### config.mk
export PLATFORM = sky130hd
export DESIGN_NAME = dec_scan
export DESIGN_NICKNAME = d
export VERILOG_FILES = /design/src/rtl/dec_scan.sv
export SDC_FILE = /design/constraint.sdc
export NUM_CORES = 1
export LEC_CHECK = 0
export CORE_MARGIN = 2
export CORE_UTILIZATION = 48
export DETAILED_ROUTE_END_ITERATION = 8
export PLACE_DENSITY_LB_ADDON = 0.3
export REMOVE_ABC_BUFFERS = 1
export SLEW_MARGIN = 20
export SYNTH_ARGS = -nofsm -noshare
export SYNTH_HDL_FRONTEND = slang
export SYNTH_SLANG_ARGS = --single-unit
### constraint.sdc
create_clock -name clk -period 2.45 [get_ports clk]
set_clock_uncertainty 0.1 [all_clocks]
set_input_delay 0.49 -clock clk [delete_from_list [all_inputs] [get_ports clk]]
set_output_delay 0.49 -clock clk [all_outputs]
set_load 0.01 [all_outputs]
### src/rtl/dec_scan.sv
// Registered 1-of-2**N decoder with a direct-select mode and a self-timed scan mode.
// In scan mode the index dwells DIV clocks per value and wraps after `last`.
module dec_scan #(
  parameter int N   = 3,
  parameter int DIV = 4
) (
  input  logic            clk,
  input  logic            rst,
  input  logic            en,
  input  logic            mode,
  input  logic [N-1:0]    Din,
  input  logic [N-1:0]    last,
  output logic [2**N-1:0] Y,
  output logic [N-1:0]    idx,
  output logic            tick
);

  localparam int W  = 2**N;
  localparam int CW = (DIV > 1) ? $clog2(DIV) : 1;
  localparam logic [CW-1:0] CNT_MAX = CW'(DIV - 1);

  logic [W-1:0]  y_q,    y_d;
  logic [N-1:0]  idx_q,  idx_d;
  logic [CW-1:0] cnt_q,  cnt_d;
  logic          tick_q, tick_d;

  function automatic logic [W-1:0] onehot(input logic [N-1:0] sel);
    logic [W-1:0] v;
    v      = '0;
    v[sel] = 1'b1;
    return v;
  endfunction

  always_comb begin
    // NOTE: every output of this block gets a default first, so no path leaves one unassigned and no latch is inferred.
    idx_d  = idx_q;
    cnt_d  = cnt_q;
    y_d    = '0;
    tick_d = 1'b0;
    if (en) begin
      if (!mode) begin
        // Direct decode; any partial dwell count is discarded.
        idx_d = Din;
        cnt_d = '0;
      end else if (cnt_q == CNT_MAX) begin
        cnt_d  = '0;
        // >= rather than == so a `last` lowered below idx returns to 0.
        idx_d  = (idx_q >= last) ? '0 : idx_q + N'(1);
        tick_d = 1'b1;
      end else begin
        cnt_d = cnt_q + CW'(1);
      end
      y_d = onehot(idx_d);
    end
  end

  // NOTE: state registers use non-blocking assignments so all flops update together from pre-edge values.
  always_ff @(posedge clk or posedge rst) begin
    if (rst) begin
      y_q    <= '0;
      idx_q  <= '0;
      cnt_q  <= '0;
      tick_q <= 1'b0;
    end else begin
      y_q    <= y_d;
      idx_q  <= idx_d;
      cnt_q  <= cnt_d;
      tick_q <= tick_d;
    end
  end

  assign Y    = y_q;
  assign idx  = idx_q;
  assign tick = tick_q;

endmodule

# Word-level counts from Yosys, hierarchy flattened
# Cells that the tools add are included.
dict set report op_classes {
  addsub 2
  n_lt_le_gt_ge 3
  eq_ne 1
  mux 12
  n_reduce_logical 1
}
# cell count
set op_table {}
lappend op_table {{3-bit 2-to-1 mux} 4}
lappend op_table {{8-bit 2-to-1 mux} 1}
lappend op_table {{3-bit by 4-bit < comparator with 1-bit output, second input constant} 1}
lappend op_table {{1-bit 2-to-1 mux} 4}
lappend op_table {{2-bit 2-to-1 mux} 2}
lappend op_table {{3-bit by 1-bit adder with 3-bit output, second input constant} 1}
lappend op_table {{1-bit demux with 3-bit select} 1}
lappend op_table {{3-bit by 1-bit >= comparator with 1-bit output, second input constant} 1}
lappend op_table {{3-bit >= comparator} 1}
lappend op_table {{2-bit by 1-bit adder with 2-bit output, second input constant} 1}
lappend op_table {{2-bit equality test, second input constant} 1}
lappend op_table {{1-bit logical AND} 1}
dict set report totals {
  reg_bits 14
  wordCells 23
}

# Longest topological paths before layout
dict set report logic_depth {
  word_depth 10
  ltp_mapped 6
  mapped_depth_nobuf 6
}

# Worst setup path after synthesis
# Ideal clock, no wire load.
dict set report synth_timing {
  path_kind {input to register}
  start {input last[2]}
  end {register y_q[1] (netlist: Y[1])}
  t_arrival_ns 1.618
  required_ns 2.264
  slack_ns 0.646
  path_stages 6
  path_buffers 0
  cell_sequence {inv_1 -> ha_1 -> a21oi_4 -> o211ai_1 -> a311o_1 -> nor3_1}
}
dict set report synth_via {
  elab_chain_len 10
}
# item line_no
set synth_lines {}
lappend synth_lines {{from (decl)} 12} ;# input logic [N-1:0] last,
lappend synth_lines {{3-bit >= comparator *} 48} ;# idx_d = (idx_q >= last) ? '0 : idx_q + N'(1);
lappend synth_lines {{3-bit 2-to-1 mux *} 48}
lappend synth_lines {{3-bit 2-to-1 mux *} 45} ;# end else if (cnt_q == CNT_MAX) begin
lappend synth_lines {{3-bit 2-to-1 mux *} 41} ;# if (!mode) begin
lappend synth_lines {{3-bit 2-to-1 mux *} 40} ;# if (en) begin
lappend synth_lines {{3-bit by 4-bit < comparator with 1-bit output (implied by the code) or 3-bit by 1-bit >= comparator with 1-bit output (tied branches)} 30} ;# v[sel] = 1'b1;
lappend synth_lines {{1-bit logical AND (implied by the code)} 30}
lappend synth_lines {{1-bit 2-to-1 mux (implied by the code)} 30}
lappend synth_lines {{1-bit demux with 3-bit select *} 30}
lappend synth_lines {{8-bit 2-to-1 mux *} 40}
lappend synth_lines {{named net y_d[1]} 22} ;# logic [W-1:0] y_q, y_d;
lappend synth_lines {{to (signal assigned)} 65} ;# y_q <= y_d;
lappend synth_lines {{to (decl)} 22}
# Mark *: on every way through the listed nets, which the timed path passes. The rest lies on a longest branch. The select of a mux whose other input is x is not followed.
# A chain may end at the register's enable or synchronous reset.

# Worst setup path in the final report
dict set report layout_timing {
  start {input last[2]}
  end {register y_q[5] (netlist: Y[5])}
}
# Same word-level chain as after synthesis.

==> summary.txt <==
Power and ir drop
  • Worst voltage drop across the vdd grid: 0.321 mV
  • Portion of total power attributed to combinational logic: 32.9%
  • Internal cell power: around 0.00046 W
  • Switching power: ~0.00021 W
  • Cell leakage power: between 0.4 and 0.5 nW
  • Share of total power consumed by net switching: between 30% and 40%
  • Sequential fraction of design power: about two fifths
  • Ratio of total power to cell area: 665 nW/µm²
  • Clock network fraction of total power: 25.2%

Routing
  • Via count: 632
  • Post-route antenna net violation count: 0
  • DRC violations left: 0
  • Post-detailed-route wirelength per cell: ~14 µm
  • Number of iterations in the first detailed-routing pass: 4
  • DRT Wirelength: ~1600 µm
  • Routed vias/inst: ~5.7
  • DRT iter0 DRCs: 10

Worst hold path
  • Worst-case hold path end point: cnt_q[1]
  • Tightest Hold Check Type: reg -> reg
  • Hold Path Origin: cnt_q[1]
  • Hold Path Depth: 1

Final layout
  • Filler-free cell count of the finished design: between 100 and 150
  • Antenna cells: 0
  • Ratio of cells with drive above 1 in the final layout: between 10 and 15%
  • Most common library cell in the layout ignoring fill and taps: clkdlybuf4s50_1
  • Commonest cells after routing, fill and taps aside: clkdlybuf4s50_1, dfrtp_1, nor3_1
  • Final net count: 110
  • Area added between synthesis and finish: 34.0%
  • Filler Cells Inserted: between 100 and 150

STA
  • Final max-slew violation count: 0
  • Part of the cycle the worst path needs: between 80 and 90%
  • Post-route setup slack: about 0.31 ns
  • Transition time of the tightest slew-check pin: between 0.5 and 0.6 ns
  • Hold Vio Cnt, Final: 0
  • Upper clock frequency limit: about 470 MHz
  • Count of endpoints failing setup in the final report: 0
  • Minimum clock period: roughly 2.1 ns
  • Sum of negative setup slack: 0 ns
  • Slew headroom: roughly two thirds
  • Setup repair after global routing missed its margin: no

Worst setup path
  • Worst Path Max Fanout: 4
  • Reg2reg end: Y[5]
  • Buffers and inverters on the worst path: 2
  • CP max stage delay: 0.45 ns
  • CP top delay family: compound AO/OA/AOI/OAI gates
  • Worst Setup Start Kind: input port
  • Data required time at the worst endpoint: about 2.6 ns
  • Internal reg-to-reg setup slack: 0.55 ns
  • Critical path cell sequence: clkdlybuf4s50_1 > inv_1 > ha_1 > a21oi_4 > o211ai_1 > a311o_1 > nor3_1
  • Capturing element type of the critical path: flip-flop
  • Slowest-stage cell, CP: clkdlybuf4s50_1
  • Signal arrival time at the worst endpoint: about 2.2 ns
  • Crit Path Category: in -> reg
  • Worst-case reg-to-reg path depth: 5
  • Startpoint of the lowest-slack register-to-register path: idx[2]
  • Logic depth of the worst setup path including buffers: 7

Synthesis
  • Syn Std Cell Area: approximately 750 µm²
  • Count of unique library cells instantiated by Yosys: 31
  • Syn Inst Count: 71
  • Library cell with the largest summed area after synthesis: dfrtp_1
  • Synthesized flop and latch total: 14
  • Avg Inst Size Synth: around 11 µm²
  • Fraction of post-synthesis cell area in the top cell type by area: approximately 47%
  • Cell types with the largest area share after synthesis: dfrtp_1, ha_1, nor3_1
  • Yosys warns: 0
  • Sequential-to-total area share from yosys stat: between 40 and 50%

Status
  • Status: finished, final reports clean

Placed design
  • Worst setup slack before clock tree synthesis: approximately 0.027 ns
  • Placed cell count: around 110
  • Detailed placement HPWL: 1220 µm
  • Routability-driven placement congestion ratio: around 0.88
  • I/O Buffers: 21

Floorplanning
  • Core footprint: 1490 µm²
  • Die W: 43.5 µm
  • Area enclosed by the die boundary: roughly 1900 µm²
  • Number of core rows: 14
  • Initial core utilization: around 50%
  • Die extent in y: about 44 µm
  • Count of boundary I/O pins: 22

Global routing
  • Number of global-route vias before repair: 620
  • Overall routing resource usage: between 10% and 20%
  • First-pass GRT wire length: between 2000 and 3000 µm
  • Largest net degree at the start of global routing: 15
  • Residual overflow from global routing: 0
  • Initial antenna violation count: 0

Clock network
  • Number of sinks handled by clock tree synthesis: 14
  • TritonCTS clock tree: done
  • CTS Buffer Depth: 2
  • Clock-pin slew on the worst setup and hold paths: about 0.09 ns
  • Total of hold buffers inserted after clock tree synthesis: 0
  • Setup bufs post-CTS: 0
  • Post-CTS sizing: 0
  • CTS Buf Count: 3
  • Deepest level of the CTS H-tree: 1
  • Cell at the root of the clock tree: clkbuf_4
  • Clock latency reported for the late side of the worst-skew pair: around 0.28 ns

Run
  • Max Cap Viol: 0
-- flip-flops by register name, indices dropped and copies added, names as in the netlist --
name   count
tick       1
cnt_q      2
idx        3
Y          8
-- routing by layer --
| layer | global-route usage [%] | up-vias | share of wire, % |
|---|---|---|---|
| met2 | 31.5 | 25 | 50 |
| met4 | 12.1 | 0 | 3.3 |
| met1 | 20.4 | 295 | 42 |
| li1 | - | 304 | - |
| met5 | 0 | - | 0 |
| met3 | 3.75 | 8 | 4.7 |
-- cell usage after synthesis, drive strengths merged --
cell type and instances:
buf 1, o2bb2ai 1, a31o 1, o21a 1
nand2 6, mux2 2, o211ai 2, and3b 1
a31oi 2, dfrtp 14, nand2b 1, o221ai 1
and2b 1, inv 7, nor2 4, o21ai 2
nor2b 3, ha 5, clkbuf 1, a22oi 1
a311o 1, a21boi 1, a21oi 2, o2111ai 2
nor3 8
-- per-stage QoR --
stage                     utilization (%)  hold slack (ns)  area, µm²  total power (W)
after floorplan                         -            0.279        739         0.000416
after global placement               65.1            0.379        970         0.000495
after detailed placement             65.1            0.391        970         0.000505
after CTS                            67.6            0.412       1010         0.000672
after global routing                 67.6            0.438       1010         0.000705
final                                67.6            0.406       1010         0.000669
-- worst max path at each step --
stage | start | end | slack, ns
finish | last[2] | Y[5] | 0.31
global route | last[2] | Y[6] | 0.22
CTS | last[2] | Y[5] | 0.31
detailed placement | last[2] | Y[5] | 0.03
global placement | last[2] | Y[1] | 0.06
floorplan | last[2] | Y[1] | 0.65
-- layout make-up --
class	instances	area [µm²]	share of cell area (%)
multi-input cells	48	363	36.1
flip-flops and latches	14	350	34.8
repair buffers	21	210	20.9
clock buffers	4	36.3	3.61
inverters	7	26.3	2.61
well taps	16	20.0	1.99
-- power by group through the flow --
stage / clock network, W / registers, W / logic, W
4_1_cts: 0.000170 / 0.000280 / 0.000221
5_1_grt: 0.000183 / 0.000283 / 0.000239
3_3_place_gp: 0 / 0.000283 / 0.000212
3_5_place_dp: 0 / 0.000285 / 0.000220
6_report: 0.000169 / 0.000280 / 0.000220
2_1_floorplan: 0 / 0.000290 / 0.000126
-- cell families after synthesis --
group | Yosys count | synth area share, %
and+or+nand+nor | 24 | 16.5
AOI/OAI and AO/OA | 17 | 20.5
buffers and inverters | 9 | 5.00
muxes | 2 | 3.00
adders and majority gates | 5 | 8.33
DFF | 14 | 46.7
Power figures use the tool's default switching activity.
